[src/rtl/instruction_fetch_unit_if.sv]
// rtl/instruction_fetch_unit_if.sv - fetch unit bus: imem read port and decoder-facing signals
interface instruction_fetch_unit_if #(
  parameter int ADDR_W = 14
);
  logic [ADDR_W-1:0] imem_addr;
  logic [31:0]       imem_rdata;
  logic [31:0]       inst;
  logic              inst_valid;
  logic [31:0]       pc;
  logic [31:0]       pc_plus4;
  logic              step;
  logic              branch;
  logic              branch_taken;
  logic              jal_flag;
  logic              jalr_flag;
  logic              ecall_flag;
  logic [31:0]       imm;
  logic [31:0]       rs1_data;
  logic              resume;
  logic              halted;
  logic              misaligned;

  modport master (
    output imem_addr, inst, inst_valid, pc, pc_plus4, halted, misaligned,
    input  imem_rdata, step, branch, branch_taken, jal_flag, jalr_flag,
           ecall_flag, imm, rs1_data, resume
  );

  modport slave (
    input  imem_addr, inst, inst_valid, pc, pc_plus4, halted, misaligned,
    output imem_rdata, step, branch, branch_taken, jal_flag, jalr_flag,
           ecall_flag, imm, rs1_data, resume
  );
endinterface

[src/rtl/instruction_fetch_unit.sv]
// rtl/instruction_fetch_unit.sv - PC holder, imem fetch sequencer and next-PC select
module instruction_fetch_unit #(
  parameter logic [31:0] RESET_PC     = 32'h0000_0000,
  parameter int          IMEM_LATENCY = 1,
  parameter int          ADDR_W       = 14
) (
  input  logic                          clk,
  input  logic                          rst,
  instruction_fetch_unit_if.master      bus
);
  localparam logic [31:0] NOP = 32'h0000_0013;
  localparam logic [1:0]  LAT = IMEM_LATENCY[1:0];

  typedef enum logic [1:0] {S_RESET, S_FETCH, S_VALID, S_HALT} state_t;

  state_t      state;
  logic [1:0]  cnt;
  logic [31:0] pc_q;
  logic [31:0] inst_q;
  logic [31:0] target;
  logic        valid_q;
  logic        halted_q;
  logic        mis_q;

  assign bus.imem_addr  = pc_q[ADDR_W+1:2];
  assign bus.pc         = pc_q;
  assign bus.pc_plus4   = pc_q + 32'd4;
  assign bus.inst       = inst_q;
  assign bus.inst_valid = valid_q;
  assign bus.halted     = halted_q;
  assign bus.misaligned = mis_q;

  // ecall is resolved in the FSM; this only covers the jump/branch/sequential targets
  always_comb begin
    target = pc_q + 32'd4;
    if (bus.jalr_flag)
      target = (bus.rs1_data + bus.imm) & 32'hFFFF_FFFE;
    else if (bus.jal_flag || (bus.branch && bus.branch_taken))
      target = pc_q + bus.imm;
  end

  always_ff @(posedge clk) begin
    if (rst) begin
      state    <= S_RESET;
      pc_q     <= RESET_PC;
      inst_q   <= NOP;
      valid_q  <= 1'b0;
      halted_q <= 1'b0;
      mis_q    <= 1'b0;
      cnt      <= 2'd0;
    end else begin
      case (state)
        S_RESET: begin
          cnt   <= 2'd0;
          state <= S_FETCH;
        end
        S_FETCH: begin
          if (cnt == LAT) begin
            inst_q  <= bus.imem_rdata;
            valid_q <= 1'b1;
            cnt     <= 2'd0;
            state   <= S_VALID;
          end else begin
            cnt <= cnt + 2'd1;
          end
        end
        S_VALID: begin
          if (bus.step) begin
            valid_q <= 1'b0;
            inst_q  <= NOP;
            if (bus.ecall_flag) begin
              pc_q     <= pc_q + 32'd4;
              halted_q <= 1'b1;
              state    <= S_HALT;
            end else if (target[1:0] != 2'b00) begin
              // PC stays on the faulting instruction so it can be inspected
              mis_q    <= 1'b1;
              halted_q <= 1'b1;
              state    <= S_HALT;
            end else begin
              pc_q  <= target;
              cnt   <= 2'd0;
              state <= S_FETCH;
            end
          end
        end
        S_HALT: begin
          if (bus.resume && !mis_q) begin
            halted_q <= 1'b0;
            cnt      <= 2'd0;
            state    <= S_FETCH;
          end
        end
        default: state <= S_RESET;
      endcase
    end
  end
endmodule
[src/flat_wrapper.sv]
// flat-port wrapper written by rule: the top's interface ports become plain ports
module instruction_fetch_unit_flat 
#(
  parameter logic [31:0] RESET_PC     = 32'h0000_0000,
  parameter int          IMEM_LATENCY = 1,
  parameter int          ADDR_W       = 14
)
  (clk, rst, bus_imem_addr, bus_inst, bus_inst_valid, bus_pc, bus_pc_plus4, bus_halted, bus_misaligned, bus_imem_rdata, bus_step, bus_branch, bus_branch_taken, bus_jal_flag, bus_jalr_flag, bus_ecall_flag, bus_imm, bus_rs1_data, bus_resume);
  instruction_fetch_unit_if #(.ADDR_W(ADDR_W)) bus_i ();
  input  logic clk;
  input  logic rst;
  output wire logic [$bits(bus_i.imem_addr)-1:0] bus_imem_addr;
  output wire logic [$bits(bus_i.inst)-1:0] bus_inst;
  output wire logic [$bits(bus_i.inst_valid)-1:0] bus_inst_valid;
  output wire logic [$bits(bus_i.pc)-1:0] bus_pc;
  output wire logic [$bits(bus_i.pc_plus4)-1:0] bus_pc_plus4;
  output wire logic [$bits(bus_i.halted)-1:0] bus_halted;
  output wire logic [$bits(bus_i.misaligned)-1:0] bus_misaligned;
  input wire logic [$bits(bus_i.imem_rdata)-1:0] bus_imem_rdata;
  input wire logic [$bits(bus_i.step)-1:0] bus_step;
  input wire logic [$bits(bus_i.branch)-1:0] bus_branch;
  input wire logic [$bits(bus_i.branch_taken)-1:0] bus_branch_taken;
  input wire logic [$bits(bus_i.jal_flag)-1:0] bus_jal_flag;
  input wire logic [$bits(bus_i.jalr_flag)-1:0] bus_jalr_flag;
  input wire logic [$bits(bus_i.ecall_flag)-1:0] bus_ecall_flag;
  input wire logic [$bits(bus_i.imm)-1:0] bus_imm;
  input wire logic [$bits(bus_i.rs1_data)-1:0] bus_rs1_data;
  input wire logic [$bits(bus_i.resume)-1:0] bus_resume;
  assign bus_imem_addr = bus_i.imem_addr;
  assign bus_inst = bus_i.inst;
  assign bus_inst_valid = bus_i.inst_valid;
  assign bus_pc = bus_i.pc;
  assign bus_pc_plus4 = bus_i.pc_plus4;
  assign bus_halted = bus_i.halted;
  assign bus_misaligned = bus_i.misaligned;
  assign bus_i.imem_rdata = bus_imem_rdata;
  assign bus_i.step = bus_step;
  assign bus_i.branch = bus_branch;
  assign bus_i.branch_taken = bus_branch_taken;
  assign bus_i.jal_flag = bus_jal_flag;
  assign bus_i.jalr_flag = bus_jalr_flag;
  assign bus_i.ecall_flag = bus_ecall_flag;
  assign bus_i.imm = bus_imm;
  assign bus_i.rs1_data = bus_rs1_data;
  assign bus_i.resume = bus_resume;
  instruction_fetch_unit #(.RESET_PC(RESET_PC), .IMEM_LATENCY(IMEM_LATENCY), .ADDR_W(ADDR_W)) u_core (.clk(clk), .rst(rst), .bus(bus_i));
endmodule
[config.mk]
export PLATFORM = sky130hd
export DESIGN_NAME = instruction_fetch_unit_flat
export DESIGN_NICKNAME = d
export VERILOG_FILES = /design/src/rtl/instruction_fetch_unit_if.sv /design/src/rtl/instruction_fetch_unit.sv /design/src/flat_wrapper.sv
export SDC_FILE = /design/constraint.sdc
export NUM_CORES = 1
export LEC_CHECK = 0
export BUFFER_PORTS_ARGS = -buffer_cell sky130_fd_sc_hd__buf_4
export CELL_PAD_IN_SITES_DETAIL_PLACEMENT = 1
export CELL_PAD_IN_SITES_GLOBAL_PLACEMENT = 1
export CORE_ASPECT_RATIO = 0.75
export CORE_MARGIN = 10
export CORE_UTILIZATION = 41
export CTS_CLUSTER_SIZE = 20
export DETAILED_ROUTE_END_ITERATION = 6
export PLACE_DENSITY = 0.95
export SYNTH_ARGS = -nofsm -noshare
export SYNTH_HDL_FRONTEND = slang
export SYNTH_SLANG_ARGS = --single-unit
export TNS_END_PERCENT = 50
[constraint.sdc]
create_clock -name clk -period 6.3 [get_ports clk]
set_input_delay 1.575 -clock clk [delete_from_list [all_inputs] [get_ports clk]]
set_output_delay 1.575 -clock clk [all_outputs]
set_load 0.05 [all_outputs]
Word level (Yosys, flattened, before mapping)
Cells that the tools add are included.
{ "word_totals": {"in_bits": 105, "wordCells": 64, "reg_bits": 71, "output_inout_bits": 113} }
{ "classes": {"n_reduce_logical": 14, "eq_ne": 11, "add_sub_neg": 4, "mux": 27, "bitwise": 1} }
{ "op_table": {"columns": ["operator", "n"], "rows": [
  ["$mux 32", 6],
  ["$add 32x32->32", 2],
  ["$pmux 32 s2", 1],
  ["$add 32x3->32 const B", 1],
  ["$mux 2", 10],
  ["$pmux 2 s4", 2],
  ["$reduce_and 4->1", 3],
  ["$reduce_and 3->1", 3],
  ["$ne 2x2->1 const B", 4],
  ["$mux 1", 6],
  ["$reduce_bool 2->1", 3],
  ["$eq 2x1->1 const B", 2],
  ["$eq 2x2->1 const B", 2],
  ["$ne 2x1->1 const B", 2],
  ["$pmux 1 s2", 2],
  ["$ne 3x2->1 const B", 1],
  ["$add 2x1->2 const B", 1],
  ["$logic_and 1x1->1", 2],
  ["$logic_not 2->1", 1],
  ["$logic_not 1->1", 1],
  ["$logic_or 1x1->1", 1],
  ["$not 1->1", 1]
]} }

Depth between registers and ports, before layout
Gate-level depths: netlist (run 1).
{ "logic_depth": {"ltp_word": 9, "ltp_mapped": 12, "depth_no_buf": 12} }

Worst setup path before layout (run 1)
OpenSTA, ideal clock, no wires.
{ "synth_path": {"path_type": "register to output", "start": "register u_core.pc_q[2] (netlist: u_core.bus.pc[2])", "end": "output bus_pc_plus4[30]", "n_path_buf": 2, "arrival_time_ps": 2727, "setup_slack_ps": 1998, "path_stages_with_launch": 8, "cell_sequence": "dfxtp_1 ha_1 and3_1 buf_2 and3_1 buf_2 nand4_1 xnor2_1"} }
{ "synth_via": {"elab_chain_cells": 1} }
{ "synth_rtl": {"columns": ["element", "line", "rtl"], "rows": [
  ["from (decl)", "instruction_fetch_unit.sv:18", "logic [31:0] pc_q;"],
  ["from (signal assigned)", "instruction_fetch_unit.sv:72", "pc_q <= pc_q + 32'd4;"],
  ["from (signal assigned)", "instruction_fetch_unit.sv:81", "pc_q <= target;"],
  ["$add 32x3->32", "instruction_fetch_unit.sv:27", "assign bus.pc_plus4 = pc_q + 32'd4;"],
  ["to (decl)", "flat_wrapper.sv:16", "output wire logic [$bits(bus_i.pc_plus4)-1:0] bus_pc_plus4;"]
]} }
No other way between the ends.

Final worst setup path (run 1)
{ "layout_path": {"start": "register u_core.pc_q[3] (netlist: u_core.bus.pc[3])", "end": "output bus_pc_plus4[28]"} }
Same word-level chain as after synthesis.

==> flow_summary.yaml, run 1 <==
status:
  status: "complete, no violations"
global_routing:
  gr-total-overflow: 0
  grt_pass1_wl_mm: 52.07
  grt_pass1_vias: 9296
  antenna_found_initial: 1
  track_usage_pct: 26.65
  grt_max_degree: 67
finish:
  final_design_area_no_fill_um2: 9514
  num-nets-final: 1357
  insertedDiodeCount: 0
  area_growth_syn_to_layout_pct: 26.10
  drive_above_1_share_pct: 22.62
clock_tree:
  cts.clk_slew.worst_paths_ns: 0.07
  ctsHtreeMaxLevel: 3
  cts_setup_buffers: 0
  clk_latency_ns: 0.35
  root_buffer: "clkbuf_16"
  postCtsResizedCells: 0
  cts_buffer_depth: 2
  cts_buffers: 9
  tritoncts: "done"
  hold_buffers: 0
  cts_sinks: 71
synth:
  synth_xor_area_share_pct: 8.474
  synth_top_area_share_pct: 18.84
  synth.distinct_cells: 82
  synth.area.top_cells: "dfxtp_1 19%, ha_1 11%, a21oi_1 7.4%"
  syn-num-nets: 1184
  synth_most_common_cell: "a21oi_1"
  synth-adder-area-share_pct: 11.48
  ys.flop_type: "dfxtp_1"
  synth_top_area_cell: "dfxtp_1"
  async_reset_ff_share_pct: 0
  synth_edf_count: 0
  synth_commonest_cells: "112 x a21oi_1, 101 x nor2_1, 80 x nand2_1"
  synth.ff_latch_count: 71
  synthSimpleGateAreaFrac_pct: 24.30
  synth.mux.area_fraction_pct: 1.592
  synth_compound_area_share_pct: 30.03
  ys_warn_count: 0
  seq_area_frac_synth_pct: 18.84
  synth_top_family_by_area: "compound AO/OA/AOI/OAI gates"
  syn-mean-instance-area_um2: 7.463
  syn_area_um2: 7545
  synth_cells: 1011
route:
  vias: 9074
  wl_met1_mm: 14.45
  routed.top_layer: "met5"
  drt-initial-drc-count: 943
  dr.pass1.iters: 5
  route.met2.wl_mm: 15.36
  routed_wl_mm: 34.20
  ant_nets: 0
  drc: 0
  met3_length_mm: 3.354
  wl_per_cell_um: 23.90
  avgViaCountPerCell: 6.341
floorplanning:
  core-area_um2: 17870
  die-width_um: 176.6
  start_util_pct: 42.23
  die-area_um2: 24280
  die_h_um: 137.5
  num_io_pins: 218
  row_count: 42
worst_setup_path:
  crit_fanout: 9
  crit_type: "flip-flop to output port"
  crit_arrival_ns: 3.15
  cp_top_family: "simple AND/OR/NAND/NOR gates"
  crit_chain: "ha_1, and3_1, and3_1, nand4_1, xnor2_1, buf_4"
  cp_common_cell: "and3_1"
  critPathLaunchType: "flip-flop"
  slowest_delay_ns: 0.57
  slowest_stage: "dfxtp_1"
  worstSetupPathDepth: 6
  regToRegSetupSlack_ns: 2.71
  critPathBufInv: 1
  worstPathRequired_ns: 4.72
  critPathCaptureType: "output port"
  r2r_cells: 12
power_and_ir_drop:
  totalPowerFinal_mw: 2.322
  ir_drop_mv: 0.2204
  leakage_nw: 4.207
  power_density_nw_per_um2: 244.0
placement:
  placed_cell_area_um2: 9228
  gp_congestion: 0.9366
  io_buffers: 217
  hpwl_mm: 26.56
job:
  maxCapViolCount: 0
sta:
  max_slew_margin_pct: 36.35
  worstMarginPinSlew_ns: 0.9415
  fin_hold_ws_ns: 0.4816
  max_freq_mhz: 211.5
  rsz0062_at_grt: "no"
  slew_violations: 0
  min_period_ns: 4.727
  finClkSkew_ns: 0.008347
  fin_crit_sh_pct: 75.04
  finalHoldViolCount: 0
  finalSetupViolations: 0
  fin_setup_tns_ns: 0
hold_path:
  holdPathStages: 1
  min_path_type: "flip-flop to flip-flop"
-- through the flow --
| step | worst slack, ns | cells | utilization [%] |
|---|---|---|---|
| 3_3_place_gp | 1.796 | 1415 | 51.65 |
| 3_5_place_dp | 1.654 | 1415 | 51.65 |
| 6_report | 1.573 | 1431 | 53.25 |
| 2_1_floorplan | 1.998 | 1011 | - |
| 5_1_grt | 1.615 | 1431 | 53.25 |
| 4_1_cts | 1.722 | 1431 | 53.25 |
-- state kept, by name, indices dropped and copies added (netlist names) --
name / cells
u_core.bus.inst: 32
u_core.bus.pc: 32
u_core.bus.misaligned: 1
u_core.state: 2
u_core.cnt: 2
u_core.bus.inst_valid: 1
u_core.bus.halted: 1
-- kinds of logic after synthesis --
family                     count (synthesis)
adders and majority gates                 68
DFF                                       71
muxes                                     12
AOI/OAI and AO/OA                        339
and+or+nand+nor                          361
xor gates and xnor gates                  73
buffers and inverters                     87
-- final timing paths --
kind | start | to
setup reg to reg | u_core.bus.pc[0]$_SDFFE_PP0P_ | u_core.bus.pc[30]$_SDFFE_PP0P_
hold / removal | u_core.cnt[1]$_SDFFE_PP0P_ | u_core.cnt[1]$_SDFFE_PP0P_
setup / recovery | u_core.bus.pc[3]$_SDFFE_PP0P_ | bus_pc_plus4[28]
hold reg to reg | u_core.cnt[1]$_SDFFE_PP0P_ | u_core.cnt[1]$_SDFFE_PP0P_
-- layout by cell type (no fill, tap or decap), types with 4 or more instances in the layout --
cell type,count
nor3b_1,35
a211oi_1,13
o21ai_1,6
o22ai_1,4
nor2_1,101
o21ai_0,57
a221oi_1,6
nand4_1,22
o21bai_1,10
buf_4,225
or2_2,4
and3_1,15
nor3_1,18
dfxtp_1,71
a31oi_1,11
nand2b_1,11
nand2_1,80
nor2b_1,9
a2111oi_0,5
a21o_1,28
a21oi_1,112
o21a_1,8
or3_1,4
clkbuf_16,9
xnor2_1,48
ha_1,66
o211ai_1,11
a31o_2,4
xor2_1,25
nand3b_1,5
inv_1,24
and4_1,5
o31ai_1,7
nand3_1,34
a22oi_1,7
o221ai_1,6
mux2i_1,12
-- metal layers --
metal | vias to the layer above | global-route usage, %
met2 | 483 | 43.00
met5 | - | 0
met1 | 4402 | 34.26
met4 | 2 | 8.384
met3 | 93 | 6.701
li1 | 4094 | -
-- report_power, final --
| group | switching [mW] | total (mW) | internal [mW] |
|---|---|---|---|
| logic | 0.826 | 1.22 | 0.393 |
| clock network | 0.232 | 0.506 | 0.274 |
| registers | 0.0629 | 0.596 | 0.533 |
| total | 1.12 | 2.32 | 1.20 |
-- area by class of cell --
cell class,instances,area (µm²)
clock buffer,9,225.2
clock inverter,7,61.31
fill,2291,8353
inverter,24,90.09
multi-input combinational,853,5724
sequential,71,1421
tap,242,302.8
timing repair buffer,225,1689
Power figures use the tool's default switching activity.
==> inputs of run 2 (changes only) <==
ABC_AREA = 1   (was default)
CORE_UTILIZATION = 33   (was 41)
PLACE_DENSITY = 0.87   (was 0.95)
clock period = 4.3 ns   (was 6.3 ns; I/O delays follow)
==> run 2 against run 1 <==
Against the previous run: setup slack got worse by 1.1 ns; sequential power increased by 57%; via count increased by 27%; sequential cell count unchanged; die area increased by 40%; first-iteration DRC count decreased by 6.5%; sequential share of layout area decreased by 2.1 points; clock-buffer cell count increased by 2; synthesized cell count increased by 65%; largest cell class unchanged.
==> flow_summary.yaml, run 2 <==
clock_tree:
  ctsHtreeMaxLevel: 3
  cts_sinks: 71
  root_buffer: "clkbuf_16"
  cts_setup_buffers: 0
  tritoncts: "done"
  postCtsResizedCells: 0
  clk_latency_ns: 0.35
  cts_buffer_depth: 2
  hold_buffers: 0
  cts.clk_slew.worst_paths_ns: 0.06
  cts_buffers: 9
route:
  ant_nets: 0
  vias: 11526
  wl_per_cell_um: 19.45
  drc: 0
  avgViaCountPerCell: 5.232
  drt-initial-drc-count: 882
  dr.pass1.iters: 5
  routed_wl_mm: 42.84
synth:
  syn-mean-instance-area_um2: 5.344
  synth_xor_area_share_pct: 2.754
  synth_top_family_by_area: "simple AND/OR/NAND/NOR gates"
  synth.distinct_cells: 39
  synth_cells: 1666
  synth_most_common_cell: "nand2_1"
  ys_warn_count: 0
  synth_top_area_cell: "nand2_1"
  synth_compound_area_share_pct: 13.95
  synth.ff_latch_count: 71
  synth-adder-area-share_pct: 9.725
  synth_commonest_cells: "634 x nand2_1, 286 x inv_1, 134 x a21oi_1"
  async_reset_ff_share_pct: 0
  syn_area_um2: 8904
  ys.flop_type: "dfxtp_1"
  syn-num-nets: 1839
  synth_top_area_share_pct: 26.73
  synth.area.top_cells: "nand2_1 27%, dfxtp_1 16%, inv_1 12%"
  seq_area_frac_synth_pct: 15.96
  synth.mux.area_fraction_pct: 0
  synth_edf_count: 0
  synthSimpleGateAreaFrac_pct: 42.40
placement:
  gp_congestion: 0.9641
  placed_cell_area_um2: 10760
  io_buffers: 217
  hpwl_mm: 35.94
sta:
  slew_violations: 0
  finalSetupViolations: 0
  rsz0062_at_grt: "no"
  finClkSkew_ns: 0.01333
  fin_setup_tns_ns: 0
  max_slew_margin_pct: 40.04
  worstMarginPinSlew_ns: 0.8961
  finalHoldViolCount: 0
  max_freq_mhz: 263.2
  fin_crit_sh_pct: 88.36
  min_period_ns: 3.799
finish:
  layout_common_cells: "634 x nand2_1, 286 x inv_1, 225 x buf_4"
  num-nets-final: 2027
  insertedDiodeCount: 0
  final_common_cell: "nand2_1"
  drive_above_1_share_pct: 13.82
  final_design_area_no_fill_um2: 11080
  final_util_pct: 42.15
  area_growth_syn_to_layout_pct: 24.45
hold_path:
  hold-path-endpoint: "u_core.cnt[1]$_SDFFE_PP0P_"
  holdPathStages: 2
  hold_start: "u_core.cnt[1]$_SDFFE_PP0P_"
  min_path_type: "flip-flop to flip-flop"
floorplanning:
  start_util_pct: 33.87
  row_count: 51
  die-width_um: 209.7
  die-area_um2: 34020
  core-area_um2: 26290
  num_io_pins: 218
  die_h_um: 162.3
worst_setup_path:
  r2r-end: "u_core.bus.pc[25]$_SDFFE_PP0P_"
  regToRegSetupSlack_ns: 1.28
  crit_type: "flip-flop to output port"
  critPathLaunchType: "flip-flop"
  worstPathRequired_ns: 3.22
  reg2reg_from: "u_core.bus.pc[0]$_SDFFE_PP0P_"
  slowest_stage: "dfxtp_1"
  critPathBufInv: 1
  cp_top_family: "simple AND/OR/NAND/NOR gates"
  cp_common_cell: "nand2_1"
  critPathCaptureType: "output port"
  crit_arrival_ns: 2.72
  crit_chain: "nand2_1, nor3_1, nand2_1, nor2_1, nand3b_1, nand2_1, buf_4"
  slowest_delay_ns: 0.65
  crit_fanout: 7
  r2r_cells: 16
power_and_ir_drop:
  ir_drop_mv: 0.2270
  leakage_nw: 6.284
  power_density_nw_per_um2: 370.6
global_routing:
  grt_pass1_vias: 11609
  antenna_found_initial: 0
  grt_max_degree: 51
  grt_pass1_wl_mm: 65.57
  track_usage_pct: 24.04
  gr-total-overflow: 0
job:
  maxCapViolCount: 0
status:
  status: "complete, no violations"
-- run 2: stage by stage --
stage               power, mW  std cells  hold WS (ns)  setup slack, ns
global placement        3.191       2187        0.4155           0.8619
floorplan               2.506       1666        0.4051           0.8468
finish                  4.107       2203        0.4463           0.5007
CTS                     4.114       2203        0.4480           0.5731
global route            4.367       2203        0.4667           0.3986
detailed placement      3.270       2187        0.4340           0.6811
-- run 2: cell type report --
class / instances / area (µm²)
clock buffer: 11 / 242.7
fill: 3787 / 15210
timing repair buffer: 225 / 1689
clock inverter: 5 / 81.33
tap: 344 / 430.4
sequential: 71 / 1421
multi-input combinational: 1258 / 6128
inverter: 289 / 1087
-- run 2: worst max-delay path by stage --
stage                                   start                        endpoint  slack (ns)  cells after the start
6_report       u_core.bus.pc[12]$_SDFFE_PP0P_                bus_pc_plus4[30]        0.50                      7
5_1_grt         u_core.bus.pc[2]$_SDFFE_PP0P_                bus_pc_plus4[18]        0.40                     10
4_1_cts         u_core.bus.pc[2]$_SDFFE_PP0P_                bus_pc_plus4[18]        0.57                     10
3_5_place_dp                       bus_imm[0]  u_core.bus.pc[30]$_SDFFE_PP0P_        0.68                     17
3_3_place_gp                       bus_imm[0]  u_core.bus.pc[30]$_SDFFE_PP0P_        0.86                     17
2_1_floorplan   u_core.bus.pc[2]$_SDFFE_PP0P_                bus_pc_plus4[16]        0.85                      6
-- run 2: power breakdown --
part	total, mW	internal (mW)	switching [mW]	leakage, nW
registers	0.937	0.803	0.134	0.577
clock network	0.828	0.524	0.304	0.156
logic	2.34	0.682	1.66	5.55
-- run 2: tightest hold or removal path, delay by kind of cell, from the launching register on --
family | cells | cell delay, ns
flip-flops | 1 | 0.31
AND/OR/NAND/NOR | 1 | 0.04
buffers and inverters | 1 | 0.05
-- run 2: cell families (layout without fill, tap and decap cells) --
group,after synthesis,count (layout)
and+or+nand+nor,930,930
xor gates and xnor gates,28,28
buffers and inverters,337,530
DFF,71,71
adders and majority gates,68,68
AOI/OAI and AO/OA,232,232
-- run 2: per-layer routing --
layer,up-vias,share of wire [%],GRT usage (%)
met1,5506,46,32.63
met3,46,8.2,4.868
met2,393,44,38.54
li1,5581,-,-
met4,0,1.7,4.633
met5,-,0,0
